$ cat src/rtl/uart_word_tx.sv
// Word-wide UART 8N1 transmitter: sends NUM_BYTES bytes back-to-back, LSB byte first,
// LSB bit first, on a registered glitch-free line.
module uart_word_tx #(
  parameter int unsigned CLK_FREQ  = 100_000_000,
  parameter int unsigned BAUD_RATE = 9600,
  parameter int unsigned NUM_BYTES = 4
) (
  input  logic                   i_clk,
  input  logic                   i_reset,
  input  logic [8*NUM_BYTES-1:0] i_data,
  input  logic                   i_valid,
  output logic                   o_ready,
  output logic                   o_tx,
  output logic                   o_busy,
  output logic                   o_done
);

  localparam int unsigned CLKS_PER_BIT = CLK_FREQ / BAUD_RATE;
  localparam int unsigned BAUD_W       = $clog2(CLKS_PER_BIT);
  localparam int unsigned BYTE_W       = (NUM_BYTES > 1) ? $clog2(NUM_BYTES) : 1;
  localparam int unsigned DATA_W       = 8 * NUM_BYTES;

  typedef enum logic [1:0] {IDLE, START, DATA, STOP} state_t;

  state_t              state, state_n;
  logic [BAUD_W-1:0]   baud_cnt, baud_n;
  logic [2:0]          bit_cnt, bit_n;
  logic [BYTE_W-1:0]   byte_cnt, byte_n;
  logic [DATA_W-1:0]   shreg, shreg_n;
  logic                tx_q, tx_n;
  logic                done_q, done_n;
  logic                baud_last;

  assign baud_last = (baud_cnt == BAUD_W'(CLKS_PER_BIT - 1));

  always_ff @(posedge i_clk or posedge i_reset) begin
    if (i_reset) begin
      state    <= IDLE;
      baud_cnt <= '0;
      bit_cnt  <= '0;
      byte_cnt <= '0;
      shreg    <= '0;
      tx_q     <= 1'b1;
      done_q   <= 1'b0;
    end else begin
      state    <= state_n;
      baud_cnt <= baud_n;
      bit_cnt  <= bit_n;
      byte_cnt <= byte_n;
      shreg    <= shreg_n;
      tx_q     <= tx_n;
      done_q   <= done_n;
    end
  end

  // Line level is computed from the next state so o_tx changes on the same edge as the state.
  always_comb begin
    state_n = state;
    baud_n  = baud_cnt;
    bit_n   = bit_cnt;
    byte_n  = byte_cnt;
    shreg_n = shreg;
    tx_n    = 1'b1;
    done_n  = 1'b0;
    case (state)
      IDLE: begin
        if (i_valid) begin
          shreg_n = i_data;
          byte_n  = '0;
          bit_n   = '0;
          baud_n  = '0;
          state_n = START;
          tx_n    = 1'b0;
        end
      end
      START: begin
        tx_n = 1'b0;
        if (baud_last) begin
          baud_n  = '0;
          state_n = DATA;
          tx_n    = shreg[0];
        end else begin
          baud_n = baud_cnt + BAUD_W'(1);
        end
      end
      DATA: begin
        tx_n = shreg[0];
        if (baud_last) begin
          baud_n  = '0;
          shreg_n = {1'b0, shreg[DATA_W-1:1]};
          bit_n   = bit_cnt + 3'd1;
          if (bit_cnt == 3'd7) begin
            state_n = STOP;
            tx_n    = 1'b1;
          end else begin
            tx_n = shreg[1];
          end
        end else begin
          baud_n = baud_cnt + BAUD_W'(1);
        end
      end
      STOP: begin
        tx_n = 1'b1;
        if (baud_last) begin
          baud_n = '0;
          if (byte_cnt == BYTE_W'(NUM_BYTES - 1)) begin
            state_n = IDLE;
            done_n  = 1'b1;
          end else begin
            byte_n  = byte_cnt + BYTE_W'(1);
            state_n = START;
            tx_n    = 1'b0;
          end
        end else begin
          baud_n = baud_cnt + BAUD_W'(1);
        end
      end
    endcase
  end

  assign o_tx    = tx_q;
  assign o_done  = done_q;
  assign o_ready = (state == IDLE);
  assign o_busy  = (state != IDLE);

endmodule

$ cat config.mk
export PLATFORM = sky130hd
export DESIGN_NAME = uart_word_tx
export DESIGN_NICKNAME = d
export VERILOG_FILES = /design/src/rtl/uart_word_tx.sv
export SDC_FILE = /design/constraint.sdc
export NUM_CORES = 1
export LEC_CHECK = 0
export BUFFER_PORTS_ARGS = -buffer_cell sky130_fd_sc_hd__buf_2
export CORE_UTILIZATION = 40
export CTS_CLUSTER_DIAMETER = 200
export DETAILED_ROUTE_END_ITERATION = 12
export PLACE_DENSITY = 0.59
export SYNTH_ARGS = -nofsm -noshare
export SYNTH_HDL_FRONTEND = slang
export SYNTH_SLANG_ARGS = --single-unit
$ cat constraint.sdc
create_clock -name i_clk -period 2.7 [get_ports i_clk]
set_input_delay 0.81 -clock i_clk [delete_from_list [all_inputs] [get_ports i_clk]]
set_output_delay 0.81 -clock i_clk [all_outputs]
set_load 0.01 [all_outputs]
# After elaboration in Yosys (flattened, before gate mapping)
# Cells that the tools add are included.
[op_classes]
addsub = 3
eq_ne = 12
n_mux = 29
n_reduce_logical = 8
[ops]
columns = ["op", "n"]
rows = [
  ["two-way mux 32 bit", 2],
  ["case mux 32 bit (2 select lines)", 1],
  ["two-way mux 14 bit", 2],
  ["case mux 14 bit (2 select lines)", 1],
  ["two-way mux 2 bit", 8],
  ["adder 14 x 1 -> 14 bit (second input constant)", 1],
  ["equality test 14 bit (second input constant)", 1],
  ["!= test 2 bit (second input constant)", 6],
  ["two-way mux 1 bit", 9],
  ["case mux 2 bit (4 select lines)", 1],
  ["equality test 2 bit (second input constant)", 3],
  ["two-way mux 3 bit", 2],
  ["case mux 3 bit (2 select lines)", 1],
  ["nonzero test 2 bit", 3],
  ["AND reduction 5 bit", 1],
  ["case mux 1 bit (4 select lines)", 1],
  ["case mux 2 bit (2 select lines)", 1],
  ["AND reduction 4 bit", 1],
  ["adder 3 x 1 -> 3 bit (second input constant)", 1],
  ["equality test 3 bit (second input constant)", 1],
  ["AND reduction 3 bit", 1],
  ["OR reduction 3 bit", 1],
  ["adder 2 x 1 -> 2 bit (second input constant)", 1],
  ["equality test 2 x 1 -> 1 bit (second input constant)", 1],
  ["logical NOT 2 bit", 1],
]
[totals]
ff_bits = 55
in_bits = 35
output_inout_bits = 4
wordCells = 59

# Longest topological paths before layout
[depth]
word_depth = 4
mapped_depth = 11

# Least setup slack after synthesis
# Ideal clock, no wire load.
[synth_path]
kind = "flip-flop to flip-flop"
start = "register state[0]"
end = "register baud_cnt[9]"
setup_time_ns = 0.129
arrival_ns = 2.131
required_time_ns = 2.571
slack_ns = 0.440
path_stages_with_launch = 10
n_path_buf = 2
cell_sequence = "dfrtp_1 > inv_1 > ha_1 > clkbuf_1 > nor2b_1 > clkbuf_1 > nor4bb_1 > a31oi_1 > o21ai_0 > o21ai_0"
[synth_via]
word_cells_on_any_way = 7
[synth_lines]
columns = ["item", "line", "text"]
rows = [
  ["start, declared", "25", "state_t state, state_n;"],
  ["start signal, assigned", "46", "state <= state_n;"],
  ["logical NOT 2 bit (*)", "--", ""],
  ["via o_ready", "12", "output logic o_ready,"],
  ["case mux 14 bit (2 select lines) or != test 2 bit (tied branches)", "--", ""],
  ["end signal, assigned", "47", "baud_cnt <= baud_n;"],
  ["end, declared", "26", "logic [BAUD_W-1:0] baud_cnt, baud_n;"],
]
# Mark *: on every way through the listed nets, which the timed path passes. The rest lies on a longest branch.
# A chain may end at the register's enable or synchronous reset.

# Final worst setup path
[layout_path]
start = "register state[0]"
end = "register baud_cnt[9]"
[layout_via]
elab_chain_len = 3
word_cells_on_any_way = 7
[layout_rtl]
columns = ["item", "line", "text"]
rows = [
  ["equality test 2 bit or equality test 2 x 1 -> 1 bit (tied branches)", "65", "case (state)"],
  ["OR reduction 3 bit (no source line)", "--", ""],
  ["case mux 14 bit (2 select lines)", "65", ""],
]
# Several ways; a longest one is shown, not always the timed one.

==> results_dict.tcl <==
set metrics [dict create \
    worstPathArrival_ns 2.57 \
    clk_latency_ns 0.31 \
    cts_hold_buf 0 \
    rsz0062_at_grt "false" \
    coreArea_um2 6940 \
    cts_resized 0 \
    synth_seq_area_share 0.469 \
    overflow 0 \
    multi_input_area_um2 1440 \
    holdPathStages 2 \
    die_x_um 87.7 \
    clk_path_buf_depth 2 \
    ir_worst_vdd_v 0.000287 \
    regToRegSetupSlack_ns 0.32 \
    top_usage_layer "met2" \
    io_buffers 38 \
    post_cts_buffers 0 \
    post-dp-hpwl_um 3900 \
    clock_skew_ns 0.00587 \
    power.static_leakage_nw 1.49 \
    grt_pass1_vias 2214 \
    fillCellCount 665 \
    tns_ns 0 \
    fmax_mhz 421 \
    clock_sinks 55 \
    status "completed" \
    wl_um 5490 \
    syn_avg_cell_area_um2 10.1 \
    row_count 30 \
    power_density_nw_per_um2 430 \
    reg2reg_depth 8 \
    power_mw 1.45 \
    critPathRequiredTime_ns 2.90 \
    final-hold-violation-count 0 \
    worstReg2RegEnd "baud_cnt[9]" \
    diodes 0 \
    synth-edff-count 0 \
    drtAntennaViolNets 0 \
    yosysUniqueCellTypes 41 \
    drcViolationCount 0 \
    ys_async_sr_fraction 1.00 \
    h-tree-depth 2 \
    setup.worst_path.class "reg2reg" \
    dominantRegCellSynth "dfrtp_1" \
    vias_per_cell 5.04 \
    antenna_found_initial 0 \
    regArea_um2 1380 \
    synth-seq-cells 55 \
    worst_setup_path_end_kind "flop" \
    syn-num-nets 335 \
    relSlewSlack 0.402 \
    grt_use_met2 0.268 \
    drive_gt1_frac 0.265 \
    final_common_cell "dfrtp_1" \
    ys_warn_count 0 \
    met3_usage 0.0396 \
    track_usage 0.164 \
    fin_crit_ns 2.38 \
    die_h_um 87.7 \
    final_nets 375 \
    netlist_instances 291 \
    cts-root-buf "clkbuf_8" \
    finalSetupViolations 0 \
    grt_max_degree 45 \
    hold_start "shreg[24]" \
    fin_crit_sh 0.880 \
    critPathLaunchType "flop" \
    drt-pass1-iter-count 4 \
    routedWlPerCell_um 12.8 \
    cts_buffers 5 \
    layout_common_cells "54 x dfrtp_1, 45 x nand2_1, 38 x buf_2" \
    rr_startpoint "state[0]" \
    routabilityCongestion 0.807 \
    start_util 0.423 \
    synthesis.area_um2 2940 \
    die-area_um2 7690 \
    cap_viol_max_count 0 \
    synthToLayoutAreaGrowth_pct 14.7 \
    via_count 2158 \
    holdPathEnd "shreg[24]" \
    path_clk_slew_ns 0.10 \
    holdCritPathClass "reg2reg" \
    grt.met1_usage 0.215 \
    worstMarginPinSlew_ns 0.885 \
    pin_count 39 \
    cts_tree "done" \
    grt_pass1_wl_um 9890 \
    cp_max_fo 16 \
    drt_iter0_drc 88 \
    slew_violations 0 \
]
-- layer usage --
layer	wire length, um	vias up
li1	-	1116
met1	2710	1005
met2	2490	32
met3	220	5
met4	68	0
met5	0	-
-- cells by family (layout without fill, tap and decap cells) --
kind of cell / Yosys count / in the layout / synth area share
buffers and inverters: 24 / 65 / 0.0430
muxes: 36 / 36 / 0.124
AOI/OAI and AO/OA: 77 / 77 / 0.176
adders and majority gates: 9 / 9 / 0.0383
DFF: 55 / 55 / 0.469
xor gates and xnor gates: 3 / 3 / 0.00895
and+or+nand+nor: 87 / 87 / 0.141
-- per-stage QoR --
stage,hold slack (ns),std cells,cell area (um^2),setup WS (ns),util
after floorplan,0.452,291,2940,0.440,-
after global placement,0.460,420,3250,0.345,0.468
after detailed placement,0.465,420,3250,0.212,0.468
after CTS,0.489,428,3370,0.346,0.485
after global routing,0.512,428,3370,0.129,0.485
final,0.485,428,3370,0.323,0.485
-- worst max-delay path: stages, from the launching register on --
cell      delay [ns]
dfrtp_1         0.43
inv_1           0.11
ha_1            0.22
nor2b_1         0.12
buf_4           0.18
nor4bb_1        0.78
a31oi_1         0.16
o21ai_0         0.16
o21ai_0         0.09
-- Yosys cell counts, drive strengths merged, types with 4 or more instances --
library cell / instances / share of area
a21oi: 9 / 0.015
and3: 5 / 0.011
buf: 9 / 0.024
clkbuf: 8 / 0.010
dfrtp: 54 / 0.46
ha: 9 / 0.038
inv: 7 / 0.0089
mux2i: 33 / 0.11
nand2: 45 / 0.058
nand2b: 5 / 0.011
nand3: 9 / 0.015
nor2: 10 / 0.013
o21ai: 53 / 0.12
o41ai: 4 / 0.014
-- sequential cells by signal, indices dropped and copies added, names as in the netlist --
name,flops
shreg,32
baud_cnt,14
bit_cnt,3
byte_cnt,2
state,2
o_done,1
o_tx,1
-- final cells by class --
type	instances	area share
Tap cell	96	0.0356
Multi-Input combinational cell	212	0.426
Inverter	7	0.00780
Clock buffer	5	0.0204
Timing Repair Buffer	50	0.0869
Sequential cell	55	0.409
Clock inverter	3	0.0141
-- where the power goes --
group          leakage [nW]  switching (mW)  internal, mW
logic                 0.679          0.0330        0.0279
clock network        0.0587           0.284         0.282
registers             0.751               0         0.823
-- worst max path at each step --
| stage | cells past startpoint | from | slack [ns] | endpoint |
|---|---|---|---|---|
| final | 8 | state[0] | 0.32 | baud_cnt[9] |
| after global routing | 8 | state[0] | 0.13 | baud_cnt[9] |
| after CTS | 8 | state[0] | 0.35 | baud_cnt[9] |
| after detailed placement | 7 | i_valid | 0.21 | baud_cnt[9] |
| after global placement | 7 | i_valid | 0.34 | baud_cnt[13] |
| after floorplan | 9 | state[0] | 0.44 | baud_cnt[9] |
Note: power is estimated with default switching activity, not from simulation.
